## config.mk

```make
export PLATFORM = sky130hd
export DESIGN_NAME = uart_rx_fifo
export DESIGN_NICKNAME = d
export VERILOG_FILES = /design/src/rtl/uart_pkg.sv /design/src/rtl/uart_fifo_core.sv /design/src/rtl/uart_rx_fifo.sv
export SDC_FILE = /design/constraint.sdc
export NUM_CORES = 1
export LEC_CHECK = 0
export CAP_MARGIN = 10
export CORE_MARGIN = 8
export CORE_UTILIZATION = 55
export DETAILED_ROUTE_END_ITERATION = 10
export PLACE_DENSITY = 0.74
export SETUP_SLACK_MARGIN = 0.15
export SYNTH_ARGS = -nofsm -noshare
export SYNTH_HDL_FRONTEND = slang
export SYNTH_SLANG_ARGS = --single-unit
export TNS_END_PERCENT = 5
```

## constraint.sdc

```tcl
create_clock -name clk -period 4.55 [get_ports clk]
set_input_delay 0.91 -clock clk [delete_from_list [all_inputs] [get_ports clk]]
set_output_delay 0.91 -clock clk [all_outputs]
set_load 0.1 [all_outputs]
```

## src/rtl/uart_pkg.sv

```systemverilog
// Shared UART definitions used by the RX path, the RX buffer and the TX buffer.
//   DATA_W      : width of one UART character
//   uart_byte_t : one UART character
package uart_pkg;

    localparam int DATA_W = 8;

    typedef logic [DATA_W-1:0] uart_byte_t;

endpackage

```

## src/rtl/uart_fifo_core.sv

```systemverilog
// Synchronous FIFO storage with a plain write/read-enable interface.
// The head entry is presented combinationally on rd_data (fall-through read).
// Ports:
//   clk, rst        : clock, asynchronous active-high reset
//   wr_en, wr_data  : write request and data; accepted when not full or when
//                     a read is accepted in the same cycle
//   rd_en           : read request; ignored while empty
//   rd_data         : mem[rd_ptr], meaningful only when not empty
//   count           : occupancy 0..DEPTH
//   full, empty     : derived from count
module uart_fifo_core
    import uart_pkg::*;
#(
    parameter  int DATA_W = uart_pkg::DATA_W,
    parameter  int DEPTH  = 16,
    localparam int CNT_W  = $clog2(DEPTH + 1),
    localparam int PTR_W  = $clog2(DEPTH)
) (
    input  logic              clk,
    input  logic              rst,
    input  logic              wr_en,
    input  logic [DATA_W-1:0] wr_data,
    input  logic              rd_en,
    output logic [DATA_W-1:0] rd_data,
    output logic [CNT_W-1:0]  count,
    output logic              full,
    output logic              empty
);

    logic [DATA_W-1:0] mem [DEPTH];
    logic [PTR_W-1:0]  wr_ptr;
    logic [PTR_W-1:0]  rd_ptr;
    logic              do_wr;
    logic              do_rd;

    assign full  = (count == CNT_W'(DEPTH));
    assign empty = (count == '0);

    // A read in the same cycle frees a slot, so a write while full is still taken.
    assign do_rd = rd_en & ~empty;
    assign do_wr = wr_en & (~full | do_rd);

    assign rd_data = mem[rd_ptr];

    always_ff @(posedge clk or posedge rst) begin
        if (rst) begin
            wr_ptr <= '0;
            rd_ptr <= '0;
            count  <= '0;
        end else begin
            if (do_wr) wr_ptr <= wr_ptr + PTR_W'(1);
            if (do_rd) rd_ptr <= rd_ptr + PTR_W'(1);
            case ({do_wr, do_rd})
                2'b10:   count <= count + CNT_W'(1);
                2'b01:   count <= count - CNT_W'(1);
                default: count <= count;
            endcase
        end
    end

    // Storage needs no reset; empty gating downstream hides stale contents.
    always_ff @(posedge clk) begin
        if (do_wr) mem[wr_ptr] <= wr_data;
    end

endmodule

```

## src/rtl/uart_rx_fifo.sv

```systemverilog
// Receive-side byte buffer behind uart_rx. Captures shift_reg on each rising
// edge of rx_ready and presents bytes through a first-word-fall-through
// valid/ready interface.
// Ports:
//   clk, rst      : clock, asynchronous active-high reset
//   rx_data       : byte from uart_rx shift_reg
//   rx_ready      : frame-complete level from uart_rx (may stay high)
//   m_data        : head byte, forced to 0 while empty
//   m_valid       : FIFO non-empty
//   m_ready       : host accepts the head byte this cycle
//   count         : occupancy 0..DEPTH
//   full, empty   : occupancy flags
//   overflow      : sticky, a byte was dropped because the FIFO was full
//   clr_overflow  : clears overflow (a simultaneous drop keeps it set)
module uart_rx_fifo
    import uart_pkg::*;
#(
    parameter  int DATA_W = uart_pkg::DATA_W,
    parameter  int DEPTH  = 16,
    localparam int CNT_W  = $clog2(DEPTH + 1)
) (
    input  logic              clk,
    input  logic              rst,
    input  logic [DATA_W-1:0] rx_data,
    input  logic              rx_ready,
    output logic [DATA_W-1:0] m_data,
    output logic              m_valid,
    input  logic              m_ready,
    output logic [CNT_W-1:0]  count,
    output logic              full,
    output logic              empty,
    output logic              overflow,
    input  logic              clr_overflow
);

    logic              rx_ready_q;
    logic              wr_evt;
    logic              rd_evt;
    logic              drop;
    logic [DATA_W-1:0] head;

    // rx_ready_q resets high so a level already present at release is not a new frame.
    assign wr_evt  = rx_ready & ~rx_ready_q;
    assign m_valid = ~empty;
    assign rd_evt  = m_valid & m_ready;
    assign drop    = wr_evt & full & ~rd_evt;
    assign m_data  = empty ? '0 : head;

    uart_fifo_core #(
        .DATA_W (DATA_W),
        .DEPTH  (DEPTH)
    ) u_core (
        .clk     (clk),
        .rst     (rst),
        .wr_en   (wr_evt),
        .wr_data (rx_data),
        .rd_en   (rd_evt),
        .rd_data (head),
        .count   (count),
        .full    (full),
        .empty   (empty)
    );

    always_ff @(posedge clk or posedge rst) begin
        if (rst) begin
            rx_ready_q <= 1'b1;
            overflow   <= 1'b0;
        end else begin
            rx_ready_q <= rx_ready;
            if (drop)              overflow <= 1'b1;
            else if (clr_overflow) overflow <= 1'b0;
        end
    end

endmodule

```

# ---- Yosys cells after proc, flatten, opt, wreduce, memory -nomap -nowiden
# Memories as Yosys holds them, arrays and structs flattened.
# Cells that the tools add are included.
dict set report classes {
  muxes 6
  add_sub_neg 4
  bitwise 11
  eq_ne 3
  reduce_logical 3
}
# operator n
set ops {}
lappend ops {{$pmux W5 S2} 1}
lappend ops {{$add A4 B1 Y4 const B} 2}
lappend ops {{$mux W8} 1}
lappend ops {{$and A1 B1 Y1} 6}
lappend ops {{$add A5 B1 Y5 const B} 1}
lappend ops {{$eq A5 B5 Y1 const B} 1}
lappend ops {{$logic_not A5 Y1} 1}
lappend ops {{$sub A5 B1 Y5 const B} 1}
lappend ops {{$mux W1} 4}
lappend ops {{$not A1 Y1} 4}
lappend ops {{$reduce_bool A2 Y1} 2}
lappend ops {{$eq A2 B1 Y1 const B} 1}
lappend ops {{$eq A2 B2 Y1 const B} 1}
lappend ops {{$or A1 B1 Y1} 1}
dict set report totals {
  input_bits 13
  mem_count 1
  wordCells 33
  output_inout_bits 17
  mem_bits_rw 128
  register_bits 15
}
# name words word_bits read_ports rd_clocked_by_memory_dff wr line
set mem_list {}
lappend mem_list {u_core.mem 16 8 1 0 1 uart_fifo_core.sv:30} ;# logic [DATA_W-1:0] mem [DEPTH];

# ---- Logic depth before layout (Yosys ltp)
dict set report depth {
  word_depth 8
  ltp_mapped 9
  mapped_depth_nobuf 8
}

# ---- By module
# From an unflattened synthesis, not the netlist that was laid out.
dict set report unflattened {
  hier_cells 336
  area_unflattened_um2 5992.0
}
# module seq_area_each_um2 instances area_each_um2 cells_each
set by_module_without_submodules {}
lappend by_module_without_submodules {uart_fifo_core 4169.0 1 5833.1 319}
lappend by_module_without_submodules {uart_rx_fifo 51.3 1 158.9 17}

# ---- Worst setup path before layout
# OpenSTA, ideal clock, no wires.
dict set report synth_path {
  kind {register to output}
  start {register u_core.count[4]}
  end {output port m_data[1]}
  slack_ns -0.516
  required_ns 3.640
  t_arrival_ns 4.156
  n_path_buf 2
  path_stages_with_launch 6
  path_cell_list {dfrtp_1 -> clkbuf_1 -> nand2b_1 -> clkbuf_1 -> o21ai_0 -> a21oi_1}
}
dict set report synth_between {
  elab_chain_len 2
}
# element line
set synth_lines {}
lappend synth_lines {{start: declaration} uart_fifo_core.sv:25} ;# output logic [CNT_W-1:0] count,
lappend synth_lines {{start signal: assignment} uart_fifo_core.sv:54} ;# 2'b10: count <= count + CNT_W'(1);
lappend synth_lines {{start signal: assignment} uart_fifo_core.sv:55} ;# 2'b01: count <= count - CNT_W'(1);
lappend synth_lines {{start signal: assignment} uart_fifo_core.sv:56} ;# default: count <= count;
lappend synth_lines {{$logic_not A5 Y1} uart_fifo_core.sv:37} ;# assign empty = (count == '0);
lappend synth_lines {{$mux W8} uart_rx_fifo.sv:47} ;# assign m_data = empty ? '0 : head;
lappend synth_lines {{end: declaration} uart_rx_fifo.sv:26} ;# output logic [DATA_W-1:0] m_data,
# Every way passes these cells.

# ---- Worst setup path after layout
dict set report layout_path {
  start {register u_core.count[1]}
  end {output port m_valid}
}
dict set report layout_between {
  elab_chain_len 2
}
# element line
set layout_lines {}
lappend layout_lines {{$logic_not A5 Y1} uart_fifo_core.sv:37}
lappend layout_lines {{$not A1 Y1} uart_rx_fifo.sv:44} ;# assign m_valid = ~empty;
lappend layout_lines {{end: declaration} uart_rx_fifo.sv:27} ;# output logic m_valid,
# Every way passes these cells.

==> results.md <==
- Synth warn: 0
- DR vias: 2998
- Clk_skew: 0.0110 ns
- Largest stage delay on the critical path: 1.07 ns
- CTS H-tree lvls: 4
- Vias in the first global route: 3245
- CTS tree: done
- Post-Syn Nets: 326
- Fin crit period: 3.96 ns
- Die ar.: 14200 µm²
- Antenna Nets Post-Route: 0
- Residual DRC: 0
- # resized after CTS: 0
- Clock root buffer master: clkbuf_8
- Nets: 366
- Sequential element share of the synthesized area: 72.2%
- IO Count: 30
- CTS Sinks: 143
- Crit Reg-Reg Endpoint: u_core.count[4]$_DFFE_PP0P_
- Fin util: 67.4%
- Max-slew headroom: 33.7%
- PwrDens: 766 nW/µm²
- Clock buffer depth: 2
- Fillers: 656
- Worst Setup EP: m_valid
- Tcrit/Tclk final: 87.0%
- Core area: 10300 µm²
- Fin. max-slew vios: 0
- Yosys top cell area share: 65.8%
- Worst path cell trace: nor4_2 -> nand2b_1 -> clkdlybuf4s50_1
- Die H: 119 µm
- Critical path launch point: u_core.count[1]$_DFFE_PP0P_
- First-pass GRT wire length: 18800 µm
- Routability Congestion: 0.821
- Routed len/inst: 24.3 µm
- Total gr overflow: 0
- Final Setup Violations: 0
- R2r setup slk: 1.74 ns
- Vias per cell: 6.04
- Status: finished, final reports clean
- Actual slew at the worst max-slew pin: 0.992 ns
- DP Wirelength: 7300 µm
- Top FF cell, synth: edfxtp_1
- Synth top cells by count: edfxtp_1, mux4_2, dfrtp_1
- Fmax: 0.253 GHz
- Arr. time, crit path: 3.05 ns
- Critical-path top delay cell: clkdlybuf4s50_1
- R2r startpoint: u_core.count[1]$_DFFE_PP0P_
- Area leader, netlist: edfxtp_1
- Synth top area cells: edfxtp_1, mux4_2, dfrtp_1
- Setup TNS: 0 ns
- Area grow syn2layout: 19.0%
- # hold bufs at CTS: 0
- Share of cells above drive strength 1: 28.1%
- Count leader, synth: edfxtp_1
- Chip Width: 119 µm
- Worst path required time: 3.64 ns
- Lkg Pwr: 2.35 nW
- FF/Latch Area: 4220 µm²
- Clock Latency Late Sink: 0.53 ns
- 1st-pass router iterations: 4
- Min-delay worst type: flip-flop to flip-flop
- Input/output buffers: 29
- ANT cells: 0
- Multi-input logic area: 1530 µm²
- Post-Route WL: 12100 µm
- Setup bufs post-CTS: 0
- Ys async rst share: 10.5%
- Synthesized cell area: 5850 µm²
- TritonCTS buffer count: 17
- Rows: 37
- Pin count of the biggest net entering global routing: 28
- Maxcap violations: 0
- Post-synthesis register bit count: 143
- Post-synth EDFFs: 128
- Mapped Cells: 307
- CP Class: flip-flop to output port
- Initial DRC count: 297
- Initial antenna violation count: 0
- Clk slew on worst S/H paths: 0.06 ns
- Initial Util: 56.6%
- Avg Cell Area, Syn: 19.0 µm²
- R2R cell count: 8
- CP Capture Type: output port
- RSZ-0062 raised after global routing: no
- Worst Setup Start Kind: flip-flop
- Gr usage total: 18.1%
- Yosys cell types: 40
- Worst vdd ir: 1130 µV
- Final hold vios: 0
- Crit path max fanout: 11
how the worst min path moves through the flow:
stage	cells past startpoint	from	endpoint	slack, ns
2_1_floorplan	2	u_core.wr_ptr[0]$_DFFE_PP0P_	u_core.wr_ptr[3]$_DFFE_PP0P_	0.57
3_3_place_gp	1	overflow$_DFFE_PP0P_	overflow$_DFFE_PP0P_	0.53
3_5_place_dp	1	overflow$_DFFE_PP0P_	overflow$_DFFE_PP0P_	0.53
4_1_cts	1	overflow$_DFFE_PP0P_	overflow$_DFFE_PP0P_	0.54
5_1_grt	1	overflow$_DFFE_PP0P_	overflow$_DFFE_PP0P_	0.55
6_report	1	overflow$_DFFE_PP0P_	overflow$_DFFE_PP0P_	0.53
critical path: cells and delay by family, from the launching register on:
kind / cells / cell delay (ns)
buffers and inverters: 1 / 1.07
DFF: 1 / 0.49
and+or+nand+nor: 2 / 0.95
kinds of logic after synthesis:
kind of cell | after synthesis | share of synthesized area (%)
fa+ha+maj | 6 | 1.28
flops | 143 | 72.2
buf+inv | 24 | 2.18
mux | 51 | 15.8
simple gates | 43 | 3.77
xor+xnor | 12 | 1.80
compound gates | 28 | 3.00
flip-flops by register name, summed over array words and instances (netlist names):
signal and cells:
u_core.count 5, u_core.rd_ptr 4, u_core.mem 128, overflow 1
u_core.wr_ptr 4, rx_ready_q 1
where the power goes:
group | leakage (nW) | switching (mW) | internal, mW
Sequential | 1.33 | 0.195 | 1.55
Combinational | 0.703 | 1.35 | 0.690
Clock | 0.317 | 0.514 | 1.03
Total | 2.35 | 2.06 | 3.27
per-stage QoR:
stage	hold WS (ns)	cells	setup WS (ns)	total power [mW]	area (µm²)
global route	0.555	496	0.482	5.52	6960
CTS	0.539	496	0.595	5.37	6960
finish	0.529	496	0.591	5.33	6960
global placement	0.525	464	1.20	3.78	6300
detailed placement	0.526	464	1.14	3.80	6300
floorplan	0.574	307	0.608	3.35	5880
area by class of cell:
type	count	share of cell area (%)
clock buffer	23	6.56
clock inverter	9	2.95
inverter	6	0.324
multi-input combinational	140	22.0
sequential	143	60.7
tap	136	2.45
timing repair buffer	39	5.11
layer usage:
metal,share of wire (%),routed length (µm),GRT usage (%)
met1,42,5090,22.8
met2,49,5940,28.6
met4,2.3,277,9.33
met5,0,0,0
met3,6.4,771,4.68
cell usage in the layout, fill, tap and decap left out, drive strengths merged, types with 10 or more instances in the layout:
cell / n
edfxtp: 128
mux4: 32
clkbuf: 23
clkdlybuf4s50: 20
buf: 19
dfrtp: 14
nor2: 13
o21ai: 11
mux2i: 10
No activity file was read; power rests on OpenSTA's default activity.
